<file path="config.mk">
export PLATFORM = sky130hd
export DESIGN_NAME = lsu_riscv
export DESIGN_NICKNAME = d
export VERILOG_FILES = /design/src/rtl/riscv_lsu_pkg.sv /design/src/rtl/lsu_load_ext_riscv.sv /design/src/rtl/lsu_riscv.sv
export SDC_FILE = /design/constraint.sdc
export NUM_CORES = 1
export LEC_CHECK = 0
export ABC_AREA = 1
export BUFFER_PORTS_ARGS = -buffer_cell sky130_fd_sc_hd__buf_2
export CAP_MARGIN = 20
export CORE_ASPECT_RATIO = 1.75
export CORE_MARGIN = 3
export CORE_UTILIZATION = 51
export CTS_CLUSTER_DIAMETER = 150
export DETAILED_ROUTE_END_ITERATION = 10
export GPL_ROUTABILITY_DRIVEN = 0
export PLACE_DENSITY = 0.92
export SYNTH_ARGS = -nofsm -noshare
export SYNTH_HDL_FRONTEND = slang
export SYNTH_SLANG_ARGS = --single-unit
</file>
<file path="constraint.sdc">
create_clock -name clk_i -period 1.94 [get_ports clk_i]
set_input_delay 0.194 -clock clk_i [delete_from_list [all_inputs] [get_ports clk_i]]
set_output_delay 0.194 -clock clk_i [all_outputs]
set_load 0.02 [all_outputs]
</file>
<file path="src/rtl/riscv_lsu_pkg.sv">
// -----------------------------------------------------------------------------
// riscv_lsu_pkg
// Purpose : shared types and constants for the load/store unit.
//   - LDST_* access-size codes (the decoder's mem_size encoding)
//   - lsu_state_e FSM state enum
//   - BE_B/BE_H/BE_W base byte-enable patterns
//   - helpers: size validity, byte-enable and store-lane formation
// Ports   : none (package)
// -----------------------------------------------------------------------------
package riscv_lsu_pkg;

  localparam logic [2:0] LDST_B  = 3'b000;
  localparam logic [2:0] LDST_H  = 3'b001;
  localparam logic [2:0] LDST_W  = 3'b010;
  localparam logic [2:0] LDST_BU = 3'b100;
  localparam logic [2:0] LDST_HU = 3'b101;

  localparam logic [3:0] BE_B = 4'b0001;
  localparam logic [3:0] BE_H = 4'b0011;
  localparam logic [3:0] BE_W = 4'b1111;

  typedef enum logic [1:0] {
    IDLE = 2'd0,
    BUSY = 2'd1,
    DONE = 2'd2
  } lsu_state_e;

  function automatic logic size_valid(input logic [2:0] size);
    return (size == LDST_B) || (size == LDST_H) || (size == LDST_W) ||
           (size == LDST_BU) || (size == LDST_HU);
  endfunction

  // Sub-word accesses ignore the address bits below their own width.
  function automatic logic [3:0] lsu_be(input logic [2:0] size, input logic [1:0] a_lo);
    logic [3:0] be;
    case (size)
      LDST_B, LDST_BU: be = BE_B << a_lo;
      LDST_H, LDST_HU: be = BE_H << {a_lo[1], 1'b0};
      LDST_W:          be = BE_W;
      default:         be = 4'b0000;
    endcase
    return be;
  endfunction

  function automatic logic [31:0] lsu_wdata(input logic [2:0] size, input logic [31:0] d);
    logic [31:0] w;
    case (size)
      LDST_B, LDST_BU: w = {4{d[7:0]}};
      LDST_H, LDST_HU: w = {2{d[15:0]}};
      default:         w = d;
    endcase
    return w;
  endfunction

endpackage

</file>
<file path="src/rtl/lsu_load_ext_riscv.sv">
// -----------------------------------------------------------------------------
// lsu_load_ext_riscv
// Purpose : combinational lane select and sign/zero extension of a load word.
// Ports   :
//   rdata_i   in  32  memory read word
//   size_i    in  3   LDST_* access size
//   addr_lo_i in  2   byte address bits [1:0]
//   data_o    out 32  extended load result (0 for an invalid size)
// -----------------------------------------------------------------------------
module lsu_load_ext_riscv
  import riscv_lsu_pkg::*;
(
  input  logic [31:0] rdata_i,
  input  logic [2:0]  size_i,
  input  logic [1:0]  addr_lo_i,
  output logic [31:0] data_o
);

  logic [7:0]  w_byte;
  logic [15:0] w_half;

  always_comb begin
    w_byte = rdata_i[7:0];
    case (addr_lo_i)
      2'd0: w_byte = rdata_i[7:0];
      2'd1: w_byte = rdata_i[15:8];
      2'd2: w_byte = rdata_i[23:16];
      2'd3: w_byte = rdata_i[31:24];
      default: w_byte = rdata_i[7:0];
    endcase
  end

  assign w_half = addr_lo_i[1] ? rdata_i[31:16] : rdata_i[15:0];

  always_comb begin
    data_o = 32'h0;
    case (size_i)
      LDST_B:  data_o = {{24{w_byte[7]}}, w_byte};
      LDST_BU: data_o = {24'h0, w_byte};
      LDST_H:  data_o = {{16{w_half[15]}}, w_half};
      LDST_HU: data_o = {16'h0, w_half};
      LDST_W:  data_o = rdata_i;
      default: data_o = 32'h0;
    endcase
  end

endmodule

</file>
<file path="src/rtl/lsu_riscv.sv">
// -----------------------------------------------------------------------------
// lsu_riscv
// Purpose : load/store unit. Takes decoded memory-op fields plus the ALU
//   address, runs one access on a word-addressed data port with byte
//   enables, stalls the core until completion and returns extended load data.
// Optional feature macro: LSU_MISALIGN_EN
//   defined     -> misaligned H/HU/W accesses are refused (no memory request)
//                  and flagged on lsu_misalign_o for one cycle
//   not defined -> lsu_misalign_o is 0, low address bits are truncated
// Ports:
//   clk_i, arstn_i                 clock / async active-low reset
//   lsu_req_i, lsu_we_i            op request, 1=store
//   lsu_size_i [2:0]               LDST_* size
//   lsu_addr_i [31:0]              byte address
//   lsu_data_i [31:0]              store data
//   lsu_data_o [31:0]              extended load data (registered)
//   lsu_stall_req_o                hold pipeline
//   lsu_misalign_o                 misaligned-access flag
//   data_req_o, data_we_o          memory request / write enable
//   data_be_o [3:0]                byte enables
//   data_addr_o [31:0]             word-aligned address
//   data_wdata_o [31:0]            lane-replicated store data
//   data_rdata_i [31:0]            memory read word
//   data_rvalid_i                  access complete
// FSM:
//   state | meaning
//   IDLE  | waiting; stall follows lsu_req_i; latch op on request
//   BUSY  | memory request outstanding until data_rvalid_i
//   DONE  | one cycle, stall released so the core advances
// -----------------------------------------------------------------------------
module lsu_riscv
  import riscv_lsu_pkg::*;
(
  input  logic        clk_i,
  input  logic        arstn_i,
  input  logic        lsu_req_i,
  input  logic        lsu_we_i,
  input  logic [2:0]  lsu_size_i,
  input  logic [31:0] lsu_addr_i,
  input  logic [31:0] lsu_data_i,
  output logic [31:0] lsu_data_o,
  output logic        lsu_stall_req_o,
  output logic        lsu_misalign_o,
  output logic        data_req_o,
  output logic        data_we_o,
  output logic [3:0]  data_be_o,
  output logic [31:0] data_addr_o,
  output logic [31:0] data_wdata_o,
  input  logic [31:0] data_rdata_i,
  input  logic        data_rvalid_i
);

  lsu_state_e  r_state;
  logic        r_we;
  logic [2:0]  r_size;
  logic [1:0]  r_addr_lo;
  logic [29:0] r_addr_wd;
  logic [3:0]  r_be;
  logic [31:0] r_wdata;
  logic [31:0] r_data;
  logic        r_misalign;

  logic        w_busy;
  logic        w_misalign;
  logic [31:0] w_ext;

`ifdef LSU_MISALIGN_EN
  assign w_misalign = (((lsu_size_i == LDST_H) || (lsu_size_i == LDST_HU)) && lsu_addr_i[0]) ||
                      ((lsu_size_i == LDST_W) && (lsu_addr_i[1:0] != 2'b00));
`else
  assign w_misalign = 1'b0;
`endif

  lsu_load_ext_riscv u_load_ext (
    .rdata_i   (data_rdata_i),
    .size_i    (r_size),
    .addr_lo_i (r_addr_lo),
    .data_o    (w_ext)
  );

  always_ff @(posedge clk_i or negedge arstn_i) begin
    if (!arstn_i) begin
      r_state    <= IDLE;
      r_we       <= 1'b0;
      r_size     <= 3'b000;
      r_addr_lo  <= 2'b00;
      r_addr_wd  <= 30'h0;
      r_be       <= 4'h0;
      r_wdata    <= 32'h0;
      r_data     <= 32'h0;
      r_misalign <= 1'b0;
    end else begin
      case (r_state)
        IDLE: begin
          r_misalign <= 1'b0;
          if (lsu_req_i) begin
            r_we      <= lsu_we_i;
            r_size    <= lsu_size_i;
            r_addr_lo <= lsu_addr_i[1:0];
            r_addr_wd <= lsu_addr_i[31:2];
            r_be      <= lsu_be(lsu_size_i, lsu_addr_i[1:0]);
            r_wdata   <= lsu_wdata(lsu_size_i, lsu_data_i);
            if (!size_valid(lsu_size_i)) begin
              // unknown size: skip memory, present a zero result
              r_data  <= 32'h0;
              r_state <= DONE;
            end else if (w_misalign) begin
              r_misalign <= 1'b1;
              r_state    <= DONE;
            end else begin
              r_state <= BUSY;
            end
          end
        end
        BUSY: begin
          if (data_rvalid_i) begin
            if (!r_we) r_data <= w_ext;
            r_state <= DONE;
          end
        end
        DONE: begin
          r_misalign <= 1'b0;
          r_state    <= IDLE;
        end
        default: r_state <= IDLE;
      endcase
    end
  end

  // Memory-side outputs are decoded from state so an async reset drops them at once.
  assign w_busy       = (r_state == BUSY);
  assign data_req_o   = w_busy;
  assign data_we_o    = w_busy & r_we;
  assign data_be_o    = w_busy ? r_be : 4'h0;
  assign data_addr_o  = w_busy ? {r_addr_wd, 2'b00} : 32'h0;
  assign data_wdata_o = w_busy ? r_wdata : 32'h0;

  assign lsu_data_o     = r_data;
  assign lsu_misalign_o = r_misalign;

  always_comb begin
    lsu_stall_req_o = 1'b0;
    case (r_state)
      IDLE:    lsu_stall_req_o = lsu_req_i;
      BUSY:    lsu_stall_req_o = 1'b1;
      default: lsu_stall_req_o = 1'b0;
    endcase
  end

endmodule

</file>
Yosys cells after proc, flatten, opt, wreduce, memory -nomap -nowiden
Index checks and enable logic that the tools add are counted.

Shift operators: 2. Bitwise operators: 1. Reduce and logical (&&, ||, !) cells: 14. Mux-type cells: 18. Eq/ne operators: 16.

Operators by type and width (number): 32-bit 2-to-1 mux (6); 32-bit case mux with 5 select lines (1); 32-bit case mux with 2 select lines (2); 8-bit case mux with 4 select lines (1); 16-bit 2-to-1 mux (1); 3-bit equality test, second input constant (4); 4-bit case mux with 3 select lines (1); 2-bit inequality test, second input constant (4); 3-bit by 1-bit equality test with 1-bit output, second input constant (2); 3-bit by 2-bit equality test with 1-bit output, second input constant (2); 3-bit zero test (2); 2-bit 2-to-1 mux (3); 5-bit AND reduction (1); 2-bit by 1-bit equality test with 1-bit output, second input constant (2); 2-bit equality test, second input constant (2); 2-bit zero test (2); 1-bit logical OR (4); 4-bit 2-to-1 mux (1); 2-bit case mux with 2 select lines (1); 2-bit AND reduction (2); 2-bit OR reduction (2); 1-bit by 2-bit left shift with 4-bit output, first input constant (1); 2-bit by 2-bit left shift with 4-bit output, first input constant (1); 1-bit case mux with 2 select lines (1); other kinds (2) (2).

Bits in registers: 106. Logic and storage cells: 59. Bits of input ports: 104.

Longest topological paths before layout
Gate-level depths: netlist (run 1).

Depth after elaboration: 8. Gate-level depth with buffers: 11. Depth with buffers taken out: 9.

Cells and area by module
From an unflattened synthesis (run 1), not the netlist that was laid out.

Cells, all modules: 939. Area, all modules: 6248.5 um^2.

Modules (own cells, without submodules): lsu_riscv (area each 5165.0 um^2, instances 1, sequential area each 2652.5 um^2, cells each 684); lsu_load_ext_riscv (area each 1083.5 um^2, instances 1, sequential area each 0.0 um^2, cells each 255).

Worst setup path after synthesis (run 1)
Ideal clock, no wire load.

Path kind: register -> register. Start: register r_state[1]. End: register r_data[11], in the netlist lsu_data_o[11]. Buffers on the path: 2. Data arrival time: 1.339 ns. Library setup time: 0.116 ns. Path slack: 0.485 ns. Period minus slack after synthesis: 1.455 ns. Cell stages (with the launch flop): 10. Path through: dfrtp_1 > inv_2 > nand2_2 > nand2_2 > nand3_2 > or2_1 > buf_6 > buf_6 > nand2_2 > nand2_1.

Word-level cells in the longest chain between the ends: 3. Elaborated cells between the ends (all ways): 9.

Ends and longest elaborated chain: start: declaration (RTL line lsu_riscv.sv:53) `lsu_state_e r_state;`; start signal: assignment (RTL line lsu_riscv.sv:83) `r_state <= IDLE;`; start signal: assignment (RTL line lsu_riscv.sv:106) `r_state <= DONE;`; start signal: assignment (RTL line lsu_riscv.sv:109) `r_state <= DONE;`; 2-bit by 1-bit equality test with 1-bit output or 2-bit zero test (tied branches) (RTL line lsu_riscv.sv:93) `case (r_state)`; 2-bit inequality test (no line) or 2-bit nonzero test (tied branches); 5-bit AND reduction (no line); end signal: assignment (RTL line lsu_riscv.sv:117) `if (!r_we) r_data <= w_ext;`; end: declaration (RTL line lsu_riscv.sv:60) `logic [31:0] r_data;`.

Parallel ways exist; a longest one is shown, timed or not. A chain may end at the register's enable or synchronous reset.

Worst setup path after layout (run 1)
Start: register r_state[0]. End: output data_be_o[2].

Word-level cells in the longest chain between the ends: 2.

Ends and longest elaborated chain: 2-bit by 1-bit equality test with 1-bit output (RTL line lsu_riscv.sv:131) `assign w_busy = (r_state == BUSY);`; 4-bit 2-to-1 mux (RTL line lsu_riscv.sv:134) `assign data_be_o = w_busy ? r_be : 4'h0;`; end: declaration (RTL line lsu_riscv.sv:46) `output logic [3:0] data_be_o,`.

Every way passes these cells.

==> impl_metrics.csv, run 1 <==
group,metric,value,unit
clock_network,h-tree-depth,3,
synth,synth_top_family_by_area,"simple AND/OR/NAND/NOR gates",
timing,worstMarginPinSlew,570.6,ps
layout,area.growth.synth_to_final,23.59,%
clock_network,cts_buffers,9,
timing,fin_setup_tns,0,ps
critical_path,cp_data_required_time,1750,ps
critical_path,reg2reg_depth,6,
synth,synthSimpleGateAreaFrac,0.3265,
global_routing,grt_usage,0.2458,
floorplan,row_count,51,
timing,period_share,0.9045,
clock_network,cts_tree,"yes",
critical_path,end_kind,"output pin",
floorplan,start_util,0.5265,
run_status,outcome,"complete, no violations",
synth,synth.top_cell.area_share,0.4486,
critical_path,reg2reg_from,"r_size[0]",
synth,netlist_instances,846,
route,ant_nets,0,
synth,ys_types,28,
job,drv_cap,0,
route,drt-vias-per-instance,5.023,
critical_path,start_kind,"flip-flop",
pwr,peakVddDrop,0.7261,mV
synth,yosysWarnings,0,
floorplan,die-area,12970,um^2
global_routing,grt_pass1_wl,25.46,mm
timing,timing.final.hold_violations,0,
layout,nNetsFinal,1133,
min_path,hp-class,"in -> reg",
critical_path,crit_path_end,"data_be_o[2]",
synth,yosysTopAreaCell,"dfrtp_1",
clock_network,clockRootBuffer,"clkbuf_16",
timing,worst_slack,185.2,ps
synth,synth_area_per_cell,6.990,um^2
critical_path,startpoint,"r_state[0]",
synth,yosysSeqAreaShare,0.4486,
route,wirelength,15.81,mm
critical_path,r2r_slack,230,ps
clock_network,clockBufferDepth,2,
route,first_pass_iters,7,
synth,synthXorXnorAreaFrac,0,
critical_path,crit_arrival,1560,ps
critical_path,critPathMaxStageDelay,480,ps
floorplan,fp.dieW,87.40,um
route,drc,0,
clock_network,clk_pin_slew,80,ps
floorplan,ios,208,
timing,finalSetupViolations,0,
timing,layout_min_cycle_time,1755,ps
synth,synth_compound_area_frac,0.09860,
placed_design,port_buffers,204,
critical_path,crit_cells,4,
timing,drv_slew,0,
route,wl_per_cell,13.55,um
synth,yosys.area_share.adder,0,
floorplan,core,11230,um^2
critical_path,path_buf_inv,2,
clock_network,clk_latency,340,ps
synth,syn-cell-area,5913,um^2
timing,clock_skew,10.08,ps
critical_path,crit_family,"flip-flops",
global_routing,grt_pass1_vias,5579,
placed_design,dp_slack,179.0,ps
route,num_vias,5862,
clock_network,cts_sinks,106,
critical_path,regToRegEndpoint,"lsu_data_o[2]",
timing,rsz0062_at_grt,"false",
route,initialDrtViolationCount,323,
layout,layout-drive-gt1-share,0.2698,
timing,max_freq,569.9,MHz
floorplan,die_y,148.4,um
pwr,leakagePower,0.004434,uW
placed_design,dp_hpwl,12.04,mm
critical_path,crit_path_top_delay_cell,"dfrtp_1",
global_routing,antenna_found_initial,1,
timing,slew_headroom,0.6196,
synth,synthTopCellsByArea,"dfrtp_1 (45%), nand2_1 (20%), inv_1 (7.0%)",
critical_path,path_cells,"nand2_2 -> buf_12 -> nor2_1 -> buf_2",
synth,synthMuxAreaShare,0,
pwr,power_density,1394,nW/um^2
synth,yosys_register_bits,106,
critical_path,cp_max_fo,52,
critical_path,worst-setup-path-type,"reg -> out",
global_routing,grt-ovfl-total,0,
global_routing,grt_max_degree,107,
## Yosys cell counts
| cell type | instances |
|---|---|
| nand2_1 | 310 |
| inv_1 | 111 |
| dfrtp_1 | 106 |
| nor2_1 | 91 |
| o21ai_0 | 56 |
| nand2_2 | 30 |
| nand3_1 | 26 |
| buf_2 | 19 |
| clkbuf_1 | 17 |
| a21oi_1 | 15 |
| a22oi_1 | 8 |
| a31oi_1 | 8 |
| a41oi_1 | 8 |
| buf_4 | 6 |
| buf_6 | 6 |
| o21ai_1 | 6 |
| nor2_2 | 4 |
| inv_2 | 3 |
| nand3_2 | 3 |
| buf_8 | 2 |
| clkinv_1 | 2 |
| nor3_4 | 2 |
| or2_1 | 2 |
| conb_1 | 1 |
| inv_4 | 1 |
| nand3b_1 | 1 |
| o211a_1 | 1 |
| o21bai_1 | 1 |
## tightest hold or removal path, delay by kind of cell
family                 cells  cell delay (ps)
buffers and inverters      1               70
AOI/OAI and AO/OA          1               50
and+or+nand+nor            1               40
## flip-flops by register name (all words and copies together), names as in the netlist
signal and count:
r_we 1, r_wdata 32, r_state 2, lsu_data_o 32
r_size 3, r_addr_wd 30, r_addr_lo 2, r_be 4
## per-stage QoR
stage | hold slack (ps) | instance area, um^2 | power (uW) | utilization | instances
2_1_floorplan | -101.6 | 5921 | 6982 | - | 848
3_3_place_gp | 310.4 | 6978 | 8187 | 0.6213 | 1149
3_5_place_dp | 313.8 | 6978 | 8322 | 0.6213 | 1149
4_1_cts | 46.41 | 7298 | 10260 | 0.6498 | 1166
5_1_grt | 51.72 | 7308 | 11030 | 0.6507 | 1167
6_report | 55.40 | 7308 | 10190 | 0.6507 | 1167
## cell families (layout without fill, tap and decap cells)
| logic type | Yosys count | after routing |
|---|---|---|
| AO/OA/AOI/OAI | 103 | 103 |
| buffers and inverters | 167 | 353 |
| flip-flops | 106 | 106 |
| other | 1 | 4 |
| AND/OR/NAND/NOR | 469 | 469 |
## where the power goes
part	internal (uW)	total [uW]	switching, uW
clock	1050	1900	846
combinational	1590	4760	3180
sequential	3100	3530	433
total	5740	10200	4450
## how the worst min path moves through the flow
stage             startpoint             to  slack [ps]  depth (start not counted)
3_3_place_gp         arstn_i  r_addr_wd[29]         310                          2
5_1_grt        lsu_addr_i[6]   r_addr_wd[4]          50                          3
6_report       lsu_addr_i[4]   r_addr_wd[2]          60                          3
3_5_place_dp         arstn_i  r_addr_wd[29]         310                          2
4_1_cts        lsu_addr_i[8]   r_addr_wd[6]          50                          3
2_1_floorplan        arstn_i  lsu_data_o[0]        -100                          0
## final cells by class
class / count / area, um^2
sequential: 106 / 2653
multi-input combinational: 575 / 2540
antenna: 1 / 2.502
clock buffer: 10 / 239.0
fill: 1002 / 3923
tap: 132 / 165.2
clock inverter: 6 / 71.32
inverter: 117 / 441.7
timing repair buffer: 220 / 1196
## routing by layer
metal / part of all wire / global-route usage / routed length (um) / vias to the layer above
met1: 0.35 / 0.2708 / 5547 / 2657
li1: - / - / - / 2918
met5: 0 / 0 / 0 / -
met3: 0.059 / 0.03437 / 935 / 44
met2: 0.55 / 0.4456 / 8637 / 243
met4: 0.044 / 0.1252 / 691 / 0
## timing repair
action                                  in CTS  in global routing
endpoints found under the setup margin       0                 10
endpoints found under the hold margin      106                  0
buffers inserted                             0                  0
hold buffers                                 1                  0
resized for setup                            0                  1
## cell usage in the layout (no fill, tap or decap)
master | netlist | final
clkbuf_16 | 0 | 9
dlygate4sd3_1 | 0 | 1
o21bai_1 | 1 | 1
inv_2 | 3 | 3
nor2_2 | 4 | 4
buf_4 | 6 | 12
nand3_2 | 3 | 2
a31oi_1 | 8 | 8
inv_8 | 0 | 1
diode_2 | 0 | 1
nor2_1 | 91 | 90
clkinvlp_4 | 0 | 1
conb_1 | 1 | 3
bufinv_16 | 0 | 1
dfrtp_1 | 106 | 106
clkbuf_8 | 0 | 1
nand3_1 | 26 | 26
clkinv_1 | 2 | 2
o21ai_0 | 56 | 56
nor3_4 | 2 | 2
inv_6 | 0 | 2
o21ai_1 | 6 | 6
a21oi_1 | 15 | 15
a41oi_1 | 8 | 8
inv_1 | 111 | 111
o211a_1 | 1 | 1
nand3b_1 | 1 | 1
buf_2 | 19 | 203
clkinv_2 | 0 | 1
nand2_2 | 30 | 30
inv_4 | 1 | 1
nand3_4 | 0 | 1
nor2_4 | 0 | 1
nand2_1 | 310 | 310
buf_12 | 0 | 4
a22oi_1 | 8 | 8
or2_1 | 2 | 2
Power figures use the tool's default switching activity.
==> run 2, diff against run 1 <==
==> constraint.sdc (replaced) <==
create_clock -name clk_i -period 1.94 [get_ports clk_i]
set_input_delay 0.388 -clock clk_i [delete_from_list [all_inputs] [get_ports clk_i]]
set_output_delay 0.388 -clock clk_i [all_outputs]
set_load 0.02 [all_outputs]
==> run 2 against run 1 <==
Clock power decreased by 4%. Sequential power about the same. Combinational power increased by 0.8%.
==> impl_metrics.csv, run 2 (synthesized netlist as in run 1, its figures left out) <==
group,metric,value,unit
min_path,hp-class,"in -> reg",
layout,final_common_cell,"nand2_1",
floorplan,row_count,51,
placed_design,port_buffers,204,
clock_network,clk_latency,340,ps
global_routing,grt_pass1_vias,5540,
layout,final_cell_mix,"nand2_1 (310), buf_2 (203), inv_1 (111)",
placed_design,dp_hpwl,12.15,mm
layout,area.growth.synth_to_final,24.29,%
global_routing,grt-ovfl-total,0,
critical_path,crit_path_top_delay_cell,"dfrtp_1",
timing,max_freq,536.6,MHz
clock_network,cts_buffers,9,
route,num_vias,5871,
pwr,leakagePower,0.004453,uW
global_routing,antenna_found_initial,1,
critical_path,start_kind,"flip-flop",
clock_network,clk_pin_slew,70,ps
timing,finalSetupViolations,0,
global_routing,grt_usage,0.2478,
critical_path,end_kind,"output pin",
route,drt-vias-per-instance,5.018,
job,drv_cap,0,
route,wirelength,16.05,mm
clock_network,clockRootBuffer,"clkbuf_16",
floorplan,die-area,12970,um^2
critical_path,path_cells,"inv_2 -> nand2_4 -> buf_12 -> nor2_1 -> buf_2",
layout,finish.utilization,0.6544,
critical_path,cp_max_fo,33,
floorplan,core,11230,um^2
clock_network,cts_sinks,106,
run_status,outcome,"complete, no violations",
route,wl_per_cell,13.72,um
floorplan,fp.dieW,87.40,um
critical_path,path_buf_inv,3,
route,ant_nets,0,
critical_path,worst-setup-path-type,"reg -> out",
route,drc,0,
critical_path,cp_data_required_time,1550,ps
pwr,power_density,1385,nW/um^2
layout,nNetsFinal,1137,
clock_network,cts_tree,"yes",
floorplan,start_util,0.5265,
placed_design,dpl-instance-area,7000,um^2
route,initialDrtViolationCount,246,
critical_path,crit_arrival,1480,ps
floorplan,die_y,148.4,um
route,first_pass_iters,5,
critical_path,crit_family,"buffers and inverters",
clock_network,clockBufferDepth,2,
floorplan,ios,208,
global_routing,grt_pass1_wl,25.61,mm
min_path,min_path_cells,3,
critical_path,reg2reg_depth,6,
timing,fin_setup_tns,0,ps
timing,layout_min_cycle_time,1864,ps
timing,period_share,0.9606,
critical_path,critPathMaxStageDelay,400,ps
layout,fillers,996,
layout,layout-drive-gt1-share,0.2729,
timing,clock_skew,12.92,ps
timing,timing.final.hold_violations,0,
global_routing,grt_max_degree,128,
timing,drv_slew,0,
pwr,peakVddDrop,0.8050,mV
timing,rsz0062_at_grt,"false",
clock_network,h-tree-depth,3,
critical_path,crit_cells,5,
layout,design_area,7350,um^2
run 2: worst paths after layout:
check	startpoint	endpoint	slack, ps
max reg2reg	r_state[0]	lsu_data_o[12]	260
min	lsu_addr_i[8]	r_addr_wd[6]	250
max	r_state[1]	data_wdata_o[13]	80
max in group asynchronous	arstn_i	r_wdata[11]	840
min in group asynchronous	arstn_i	lsu_data_o[22]	500
min reg2reg	lsu_data_o[28]	lsu_data_o[28]	480
run 2: timing repair:
action | CTS | global route
hold buffers | 1 | 0
hold endpoints to repair | 21 | 0
gates resized for setup | 1 | 2
setup endpoints to repair | 1 | 30
cloned | 0 | 1
setup buffers | 0 | 0
run 2: power by group:
part | internal (uW) | total, uW | switching [uW]
clock | 1010 | 1830 | 824
sequential | 3100 | 3550 | 451
combinational | 1610 | 4800 | 3180
total | 5720 | 10200 | 4460
run 2: routing by layer:
layer  part of all wire  global-route usage  wire length, um
met2               0.54              0.4396             8587
met5                  0                   0                0
met3              0.057             0.03271              909
met4              0.049              0.1306              794
met1               0.36              0.2815             5756
run 2: area by class of cell:
| type | count | area [um^2] | share of cell area |
|---|---|---|---|
| Tap cell | 132 | 165.2 | 0.02247 |
| Timing Repair Buffer | 224 | 1244 | 0.1692 |
| Multi-Input combinational cell | 575 | 2545 | 0.3463 |
| Inverter | 117 | 441.7 | 0.06010 |
| Clock buffer | 9 | 225.2 | 0.03064 |
| Sequential cell | 106 | 2654 | 0.3611 |
| Clock inverter | 6 | 72.57 | 0.009874 |
| Antenna cell | 1 | 2.502 | 0.0003405 |
run 2: stage by stage:
stage	total power [uW]	setup WS, ps	std cells	hold slack (ps)
5_1_grt	11000	37.68	1170	250.7
3_5_place_dp	8309	189.7	1152	314.0
3_3_place_gp	8171	195.6	1152	313.8
6_report	10180	76.39	1170	250.0
4_1_cts	10190	28.47	1168	235.1
2_1_floorplan	6982	301.2	848	92.41
run 2: tightest hold or removal path, stage by stage:
cell and delay [ps]:
buf_2 70, nand2_1 40, o21ai_0 50
==> run 3, diff against run 2 <==
--- a/config.mk
+++ b/config.mk
@@ -17,4 +17,5 @@
 export PLACE_DENSITY = 0.92
 export SYNTH_ARGS = -nofsm -noshare
 export SYNTH_HDL_FRONTEND = slang
+export SYNTH_HIERARCHICAL = 1
 export SYNTH_SLANG_ARGS = --single-unit
==> run 3 against run 2 <==
Synthesized cell count grew 11%. Total power increased by 16%. Critical path type unchanged. Synthesized area increased by 5.7%. Critical endpoint unchanged. Register-to-register slack worse by 70 ps. Sequential power is 5% higher.
==> impl_metrics.csv, run 3 <==
group,metric,value,unit
floorplan,die-area,13670,um^2
global_routing,grt_usage,0.2576,
route,wl_per_cell,13.36,um
synth,synth.top_cell.area_share,0.4245,
timing,period_share,0.9645,
placed_design,port_buffers,204,
clock_network,h-tree-depth,3,
global_routing,antenna_found_initial,0,
pwr,power_density,1537,nW/um^2
timing,slew_headroom,0.6235,
synth,yosys_register_bits,106,
layout,final_common_cell,"nand2_1",
layout,final_cell_mix,"nand2_1 (315), buf_2 (201), inv_1 (156)",
clock_network,postCtsSetupRepairBufs,0,
route,wirelength,17.18,mm
route,initialDrtViolationCount,288,
clock_network,cts_buffers,9,
critical_path,reg2reg_from,"r_addr_lo[1]",
floorplan,ios,208,
critical_path,path_buf_inv,3,
synth,yosysWarnings,6,
synth,ys.flop_type,"dfrtp_1",
min_path,hp-class,"in -> async",
placed_design,dp_cells,1270,
timing,clock_skew,9.983,ps
route,drt-vias-per-instance,4.993,
synth,yosysMostFrequentCell,"nand2_1",
critical_path,crit_path_top_delay_cell,"dfrtp_1",
synth,ys_async_sr_fraction,1.000,
clock_network,cts_tree,"yes",
timing,worstMarginPinSlew,564.7,ps
route,num_vias,6421,
timing,max_freq,534.4,MHz
synth,synth_area_per_cell,6.654,um^2
pwr,leakagePower,0.004631,uW
floorplan,die_y,152.4,um
placed_design,dp_hpwl,13.14,mm
timing,fin_setup_tns,0,ps
synth,yosysTopAreaCell,"dfrtp_1",
clock_network,cts_sinks,106,
synth,ys_top_cells_by_count,"nand2_1 (315), inv_1 (156), nor2_1 (121)",
timing,rsz0062_at_grt,"false",
critical_path,cp_data_required_time,1550,ps
layout,layout-drive-gt1-share,0.2349,
floorplan,core,11780,um^2
route,drc,0,
global_routing,grt_pass1_vias,6139,
clock_network,clockRootBuffer,"clkbuf_16",
pwr,peakVddDrop,0.8146,mV
synth,synthTopCellsByArea,"dfrtp_1 (42%), nand2_1 (19%), inv_1 (9.4%)",
layout,final_cell_count_no_fill,1286,
layout,nNetsFinal,1223,
timing,finalSetupViolations,0,
timing,drv_slew,0,
layout,diodes,0,
route,ant_nets,0,
synth,yosysSeqAreaShare,0.4245,
floorplan,start_util,0.5306,
layout,area.growth.synth_to_final,22.71,%
critical_path,end_kind,"output pin",
job,drv_cap,0,
floorplan,fp.dieW,89.67,um
route,first_pass_iters,5,
run_status,outcome,"complete, no violations",
critical_path,path_cells,"inv_2 -> nand2_4 -> buf_8 -> nor2_1 -> buf_4",
global_routing,grt_max_degree,107,
clock_network,clk_latency,350,ps
critical_path,startpoint,"r_state[1]",
critical_path,worst-setup-path-type,"reg -> out",
critical_path,critPathMaxStageDelay,410,ps
critical_path,cp_max_fo,35,
clock_network,clockBufferDepth,2,
synth,synth_edf_count,0,
critical_path,crit_arrival,1480,ps
synth,syn-cell-area,6248,um^2
critical_path,start_kind,"flip-flop",
timing,timing.final.hold_violations,0,
clock_network,hold_buffers,0,
global_routing,grt_pass1_wl,27.95,mm
floorplan,row_count,52,
global_routing,grt-ovfl-total,0,
synth,ys_types,29,
synth,netlist_instances,939,
critical_path,crit_family,"buffers and inverters",
timing,layout_min_cycle_time,1871,ps
clock_network,clk_pin_slew,80,ps
==> run 3: final timing paths <==
kind                                    end  depth (start not counted)  slack [ps]
setup / recovery           data_wdata_o[13]                          5          70
hold / removal                r_addr_wd[15]                          2          90
setup reg to reg              lsu_data_o[3]                         10         190
hold reg to reg              lsu_data_o[28]                          2         470
max in group asynchronous         r_size[1]                          2        1410
min in group clk_i            r_addr_wd[25]                          3         240
==> run 3: what timing repair did <==
item / CTS / global route
cloned: 0 / 0
gates resized for setup: 2 / 11
setup endpoints to repair: 37 / 74
==> run 3: logic make-up after synthesis <==
| kind of cell | after synthesis | share of synthesized area |
|---|---|---|
| AOI/OAI and AO/OA | 103 | 0.08650 |
| other | 1 | 0.0006001 |
| buffers and inverters | 218 | 0.1500 |
| and+or+nand+nor | 511 | 0.3384 |
| DFF | 106 | 0.4245 |
==> run 3: per-stage QoR <==
stage	hold WS (ps)	utilization	total power, uW	area, um^2	setup WS [ps]
finish	89.92	0.6511	11780	7667	68.86
global route	145.4	0.6511	12830	7667	3.900
CTS	126.2	0.6486	11750	7639	6.796
detailed placement	453.1	0.6229	9884	7336	-11.86
global placement	448.3	0.6229	9687	7336	4.274
floorplan	92.41	-	8235	6256	383.2
==> run 3: where the power goes <==
part / total, uW / internal, uW / switching, uW
Sequential: 3710 / 3230 / 488
Combinational: 6260 / 1980 / 4270
Clock: 1810 / 911 / 903
==> run 3: area by class of cell <==
type	count	area [um^2]
flip-flops and latches	106	2655
well taps	162	202.7
inverters	162	613.1
fillers	1029	4109
clock inverters	7	70.07
clock buffers	9	225.2
repair buffers	223	1224
multi-input cells	617	2678
==> run 3: routing by layer <==
layer  GRT usage  vias up  part of all wire
li1            -     3197                 -
met1      0.2749     2895              0.35
met2      0.4578      269              0.54
met3     0.03788       60             0.058
met4      0.1498        0             0.054
met5           0        -                 0
